`src/rtl/dcache_pkg.sv`:
```
// ============================================================================
// Module : dcache_pkg
// Brief  : Shared types, FUNCT3 codes and alignment helpers for the data cache.
// Rev    : 1.0 - initial release
// ============================================================================
`default_nettype none

package dcache_pkg;

  typedef enum logic [1:0] {
    IDLE      = 2'd0,
    WRITEBACK = 2'd1,
    REFILL    = 2'd2,
    UPDATE    = 2'd3
  } state_e;

  localparam logic [2:0] F3_B  = 3'b000;
  localparam logic [2:0] F3_H  = 3'b001;
  localparam logic [2:0] F3_W  = 3'b010;
  localparam logic [2:0] F3_BU = 3'b100;
  localparam logic [2:0] F3_HU = 3'b101;

  localparam int BLOCK_BITS = 128;

  // Byte offset inside the word after forcing natural alignment for the size.
  function automatic logic [1:0] align_offset(input logic [2:0] f3, input logic [1:0] lo);
    case (f3)
      F3_B, F3_BU: return lo;
      F3_H, F3_HU: return {lo[1], 1'b0};
      default:     return 2'b00;
    endcase
  endfunction

  function automatic logic is_misaligned(input logic [2:0] f3, input logic [1:0] lo);
    case (f3)
      F3_B, F3_BU: return 1'b0;
      F3_H, F3_HU: return lo[0];
      default:     return |lo;
    endcase
  endfunction

endpackage

`default_nettype wire

```
`src/rtl/dcache_lsu_align.sv`:
```
// ============================================================================
// Module : dcache_lsu_align
// Brief  : Byte-lane select/extension for loads and byte-merge for stores.
// Rev    : 1.0 - initial release
// ============================================================================
`default_nettype none

module dcache_lsu_align
  import dcache_pkg::*;
(
  input  logic [2:0]  funct3_i,
  input  logic [1:0]  addr_lo_i,
  input  logic [31:0] line_word_i,
  input  logic [31:0] wdata_i,
  output logic [31:0] load_data_o,
  output logic [31:0] store_word_o
);

  logic [1:0]  off;
  logic [31:0] shifted;
  logic [31:0] wdata_sh;
  logic [3:0]  byte_en;

  assign off      = align_offset(funct3_i, addr_lo_i);
  assign shifted  = line_word_i >> {off, 3'b000};
  assign wdata_sh = wdata_i << {off, 3'b000};

  always_comb begin
    load_data_o = line_word_i;
    byte_en     = 4'b1111;
    case (funct3_i)
      F3_B: begin
        load_data_o = {{24{shifted[7]}}, shifted[7:0]};
        byte_en     = 4'b0001 << off;
      end
      F3_BU: begin
        load_data_o = {24'd0, shifted[7:0]};
        byte_en     = 4'b0001 << off;
      end
      F3_H: begin
        load_data_o = {{16{shifted[15]}}, shifted[15:0]};
        byte_en     = 4'b0011 << off;
      end
      F3_HU: begin
        load_data_o = {16'd0, shifted[15:0]};
        byte_en     = 4'b0011 << off;
      end
      default: begin
        load_data_o = line_word_i;
        byte_en     = 4'b1111;
      end
    endcase
  end

  for (genvar b = 0; b < 4; b++) begin : g_lane
    assign store_word_o[8*b +: 8] = byte_en[b] ? wdata_sh[8*b +: 8] : line_word_i[8*b +: 8];
  end

endmodule

`default_nettype wire

```
`src/rtl/data_cache_controller.sv`:
```
// ============================================================================
// Module : data_cache_controller
// Brief  : Direct-mapped write-back/write-allocate data cache, 16-byte blocks.
//          Optional DCACHE_MISALIGN_TRAP_EN adds MISALIGNED and suppresses such accesses.
// Rev    : 1.0 - initial release
// ============================================================================
`default_nettype none

module data_cache_controller
  import dcache_pkg::*;
#(
  parameter int NUM_SETS = 8
) (
  input  logic                  CLK,
  input  logic                  RESET,
  input  logic                  MEM_READ,
  input  logic                  MEM_WRITE,
  input  logic [31:0]           ADDRESS,
  input  logic [31:0]           WRITEDATA,
  input  logic [2:0]            FUNCT3,
  output logic [31:0]           READDATA,
  output logic                  BUSYWAIT,
  output logic                  MEM_READ_OUT,
  output logic                  MEM_WRITE_OUT,
  output logic [27:0]           MEM_ADDRESS,
  output logic [BLOCK_BITS-1:0] MEM_WRITEDATA,
  input  logic [BLOCK_BITS-1:0] MEM_READDATA,
  input  logic                  MEM_BUSYWAIT
`ifdef DCACHE_MISALIGN_TRAP_EN
  ,
  output logic                  MISALIGNED
`endif
);

  localparam int IDX = $clog2(NUM_SETS);
  localparam int TAG = 28 - IDX;

  logic [NUM_SETS-1:0]   valid_q;
  logic [NUM_SETS-1:0]   dirty_q;
  logic [TAG-1:0]        tag_q  [NUM_SETS];
  logic [BLOCK_BITS-1:0] data_q [NUM_SETS];
  logic [BLOCK_BITS-1:0] refill_q;
  state_e                state_q;

  logic [IDX-1:0]        idx;
  logic [TAG-1:0]        tag;
  logic [1:0]            word;
  logic [BLOCK_BITS-1:0] line;
  logic [BLOCK_BITS-1:0] line_d;
  logic [31:0]           rd_word;
  logic [31:0]           load_data;
  logic [31:0]           store_word;
  logic                  hit;
  logic                  req_raw;
  logic                  req;
  logic                  load_hit;

  assign idx     = ADDRESS[3+IDX:4];
  assign tag     = ADDRESS[31:4+IDX];
  assign word    = ADDRESS[3:2];
  assign line    = data_q[idx];
  assign rd_word = line[{word, 5'b00000} +: 32];
  assign hit     = valid_q[idx] & (tag_q[idx] == tag);
  assign req_raw = MEM_READ | MEM_WRITE;

`ifdef DCACHE_MISALIGN_TRAP_EN
  logic misal;
  assign misal      = is_misaligned(FUNCT3, ADDRESS[1:0]);
  assign MISALIGNED = req_raw & misal;
  assign req        = req_raw & ~misal;
`else
  assign req        = req_raw;
`endif

  dcache_lsu_align u_align (
    .funct3_i     (FUNCT3),
    .addr_lo_i    (ADDRESS[1:0]),
    .line_word_i  (rd_word),
    .wdata_i      (WRITEDATA),
    .load_data_o  (load_data),
    .store_word_o (store_word)
  );

  for (genvar w = 0; w < 4; w++) begin : g_word
    assign line_d[32*w +: 32] = (word == 2'(w)) ? store_word : line[32*w +: 32];
  end

  // A store takes priority whenever MEM_WRITE is high, so it never drives READDATA.
  assign load_hit = (state_q == IDLE) & req & hit & ~MEM_WRITE;
  assign READDATA = load_hit ? load_data : 32'd0;
  assign BUSYWAIT = ~RESET & ((state_q != IDLE) | (req & ~hit));

  always_ff @(posedge CLK) begin
    if (RESET) begin
      state_q       <= IDLE;
      valid_q       <= '0;
      dirty_q       <= '0;
      MEM_READ_OUT  <= 1'b0;
      MEM_WRITE_OUT <= 1'b0;
      MEM_ADDRESS   <= '0;
      MEM_WRITEDATA <= '0;
    end else begin
      case (state_q)
        IDLE: begin
          if (req) begin
            if (hit) begin
              if (MEM_WRITE) begin
                data_q[idx]  <= line_d;
                dirty_q[idx] <= 1'b1;
              end
            end else if (valid_q[idx] & dirty_q[idx]) begin
              state_q       <= WRITEBACK;
              MEM_WRITE_OUT <= 1'b1;
              MEM_ADDRESS   <= {tag_q[idx], idx};
              MEM_WRITEDATA <= line;
            end else begin
              state_q      <= REFILL;
              MEM_READ_OUT <= 1'b1;
              MEM_ADDRESS  <= ADDRESS[31:4];
            end
          end
        end
        WRITEBACK: begin
          if (!MEM_BUSYWAIT) begin
            state_q       <= REFILL;
            MEM_WRITE_OUT <= 1'b0;
            MEM_READ_OUT  <= 1'b1;
            MEM_ADDRESS   <= ADDRESS[31:4];
          end
        end
        REFILL: begin
          if (!MEM_BUSYWAIT) begin
            state_q      <= UPDATE;
            MEM_READ_OUT <= 1'b0;
            refill_q     <= MEM_READDATA;
          end
        end
        UPDATE: begin
          data_q[idx]  <= refill_q;
          tag_q[idx]   <= tag;
          valid_q[idx] <= 1'b1;
          dirty_q[idx] <= 1'b0;
          state_q      <= IDLE;
        end
        default: state_q <= IDLE;
      endcase
    end
  end

endmodule

`default_nettype wire

```
`config.mk`:
```
export PLATFORM = sky130hd
export DESIGN_NAME = data_cache_controller
export DESIGN_NICKNAME = d
export VERILOG_FILES = /design/src/rtl/dcache_pkg.sv /design/src/rtl/dcache_lsu_align.sv /design/src/rtl/data_cache_controller.sv
export SDC_FILE = /design/constraint.sdc
export NUM_CORES = 2
export LEC_CHECK = 0
export CORE_MARGIN = 2
export CORE_UTILIZATION = 28
export DETAILED_ROUTE_END_ITERATION = 6
export GPL_TIMING_DRIVEN = 0
export PLACE_DENSITY = 0.47
export RECOVER_POWER = 25
export SYNTH_ARGS = -nofsm -noshare
export SYNTH_HDL_FRONTEND = slang
export SYNTH_SLANG_ARGS = --single-unit
```
`constraint.sdc`:
```
create_clock -name CLK -period 20.2 [get_ports CLK]
set_input_delay 2.02 -clock CLK [delete_from_list [all_inputs] [get_ports CLK]]
set_output_delay 2.02 -clock CLK [all_outputs]
set_load 0.005 [all_outputs]
```
==> flow_summary.yaml <==
floorplan:
  io_pins: 391
  start_util: 0.282
  core_mm2: 0.217
  die-area_mm2: 0.223
  row_count: 171
  die_width_um: 472
  die_h_um: 472
critical_path:
  crit_family: "buffers and inverters"
  cp.buffers_inverters: 9
  cp.required_ps: 18180
  cp-end-kind: "output port"
  path_cells: "clkbuf_1 -> clkbuf_1 -> clkbuf_1 -> clkbuf_1 -> clkbuf_1 -> clkbuf_1 -> clkbuf_1 -> clkbuf_1 -> mux2i_1 -> nor2_1 -> a211oi_1 -> nand2_1 -> mux2i_1 -> mux2i_1 -> and2_1 -> o21ai_0 -> a31oi_1 -> clkdlybuf4s50_1"
  critPathMostFrequentCell: "clkbuf_1"
  reg2reg_from: "state_q[0]$_SDFFE_PP0P_"
  slowest_delay_ps: 1010
  reg2reg_slack_ps: 14120
  cpMaxStageDelayCell: "clkbuf_1"
  worstPathArrival_ps: 10170
  cp-start-kind: "primary input"
  rr_worst_depth: 10
  cp_max_fo: 10
  worst-path-stages: 18
  crit_type: "primary input to output port"
  worst_r2r_endpoint: "refill_q[48]$_DFFE_PP_"
min_path:
  hp-class: "register to register"
  hold_depth: 1
  worstHoldEndpoint: "valid_q[1]$_SDFFE_PP0P_"
  hold_path_startpoint: "valid_q[1]$_SDFFE_PP0P_"
sta:
  finalHoldViolCount: 0
  rsz0062_at_grt: "no"
  setup_ws_ps: 8010
  period_minus_slack_ps: 12190
  slew_headroom: -0.270
  slew_violations: 201
  setup_violations: 0
  fin_setup_tns_ps: 0
  timing.fmax_mhz: 82.0
  worst_pin_slew_ps: 1910
  holdWs_ps: 454
  fin_worst_skew_ps: 46.5
  fin_crit_sh: 0.603
grt:
  track_usage: 0.241
  grt_max_degree: 24
  grt_pass1_wl_um: 365000
  overflow: 0
  grt_antenna_before_repair: 23
  grt_pass1_vias: 40251
synthesis:
  ys_ff_latch: 1528
  postSynthAreaPerCell_um2: 15.4
  synth.largest_area_cell: "edfxtp_1"
  async_flop_share: 0
  ys.flop_type: "edfxtp_1"
  synth_area_mm2: 0.0613
  syn_nets: 4181
  yosys_warnings: 0
  yosysSeqAreaShare: 0.719
  synth_cell_types: 78
  synth_edf_count: 1352
  netlist_top_cells_count: "edfxtp_1, nor2_1, a22oi_1, a21oi_1, nand2_1"
  syn_inst: 3976
  synth_top_area_frac: 0.662
  yosys.cell_count.top_type: "edfxtp_1"
  synth.area.top_cells: "edfxtp_1, dfxtp_1, a22oi_1"
clock_tree:
  clkTransAtPathRegs_ps: 60
  clockRootBuffer: "clkbuf_16"
  cts.sink_count: 1528
  numCtsBuffers: 164
  clockBufferDepth: 3
  clock_latency_ps: 820
  ctsHtreeMaxLevel: 4
  tritoncts: "built"
  post_cts_buffers: 0
  ctsHoldBuffers: 0
  postCtsResizedCells: 0
routing:
  vias: 42437
  drc: 0
  firstDrtPassIters: 6
  drt_wl_total_um: 278000
  initialDrtViolationCount: 6204
  routedWlPerCell_um: 36.5
  via_per_inst: 5.57
  ant_nets: 0
power_and_ir_drop:
  ir_drop_mv: 0.0904
  p_leak_uw: 0.0248
  combinationalPowerShare: 0.113
  p_int_uw: 5570
  powerDensity_mw_per_mm2: 99.9
  p_sw_uw: 1980
  p_seq_frac: 0.481
  clkPwrFrac: 0.406
  p_sw_frac: 0.262
place:
  placed_area_mm2: 0.0705
  numPortBuffers: 384
  gp_congestion: 0.966
  dpl.hpwl_um: 199000
  dp_slack_ps: 10180
status:
  status: "finished with violations"
  violations: "max-capacitance violations, max-slew violations"
layout:
  final_util: 0.348
  areaGrowthSynthToFinish_pct: 23.3
  postLayoutCellArea_mm2: 0.0756
  drive_gt1_frac: 0.157
  finalNetCount: 4818
  num-fill-cells: 21008
job:
  drv_cap: 16
logic make-up after synthesis:
kind of cell	synth area share
flops	0.719
compound gates	0.126
simple gates	0.0603
buf+inv	0.0248
mux	0.0663
xor+xnor	0.00214
fa+ha+maj	0.00102
cell usage in the layout (no fill, tap or decap), types with 26 or more instances in the layout:
cell type	instances
a21oi_1	213
and3_1	45
dfxtp_1	176
buf_12	42
nand2_1	190
a221oi_1	80
a22oi_1	232
and4_1	26
o21ai_0	111
dlygate4sd3_1	311
clkbuf_1	207
nor2_1	384
buf_2	79
clkdlybuf4s50_1	73
a22o_1	71
edfxtp_1	1352
mux2i_1	134
a211oi_2	100
mux2_2	91
a21o_1	30
o211ai_1	31
clkbuf_16	167
mux4_2	75
clkinv_2	27
registers in the layout, indices dropped and copies added, names as in the netlist, named ones only:
name / flops
data_q: 1024
MEM_READ_OUT: 1
MEM_ADDRESS: 28
valid_q: 8
MEM_WRITE_OUT: 1
tag_q: 200
state_q: 2
refill_q: 128
MEM_WRITEDATA: 128
per-layer routing:
| metal | wire [um] | GRT usage | part of all wire | vias to the layer above |
|---|---|---|---|---|
| met5 | 25 | 0 | 0.000090 | - |
| met1 | 112000 | 0.322 | 0.40 | 22091 |
| met4 | 16000 | 0.118 | 0.057 | 4 |
| met3 | 26800 | 0.0521 | 0.096 | 559 |
| li1 | - | - | - | 17075 |
| met2 | 123000 | 0.371 | 0.44 | 2708 |
how the worst max path moves through the flow:
stage	from	to	slack, ps
after floorplan	RESET	refill_q[0]$_DFFE_PP_	7650
after global placement	RESET	refill_q[77]$_DFFE_PP_	290
after detailed placement	ADDRESS[4]	READDATA[9]	10180
after CTS	ADDRESS[4]	READDATA[9]	10160
after global routing	ADDRESS[6]	READDATA[8]	7770
final	ADDRESS[6]	READDATA[8]	8010
cell type report:
cell class | count | area (um^2) | share of cell area
clock buffer | 231 | 4630 | 0.0612
timing repair buffer | 471 | 5250 | 0.0695
inverter | 14 | 52.6 | 0.000695
clock inverter | 74 | 777 | 0.0103
multi-input combinational | 2147 | 15800 | 0.209
sequential | 1528 | 44100 | 0.584
antenna | 7 | 17.5 | 0.000232
buffer | 287 | 1420 | 0.0188
tap | 2854 | 3570 | 0.0472
power by group through the flow:
stage / Sequential (uW) / Combinational [uW] / Clock (uW)
final: 3630 / 854 / 3070
after global routing: 3640 / 880 / 3200
after CTS: 3630 / 852 / 3080
after detailed placement: 3700 / 849 / 0
after global placement: 3720 / 818 / 0
after floorplan: 3690 / 405 / 0
stage by stage:
step	cells	power (uW)
floorplan	3976	4090
global placement	7214	4540
detailed placement	7299	4550
CTS	7604	7570
global route	7607	7720
finish	7613	7550
(Power assumes the default switching activity.)
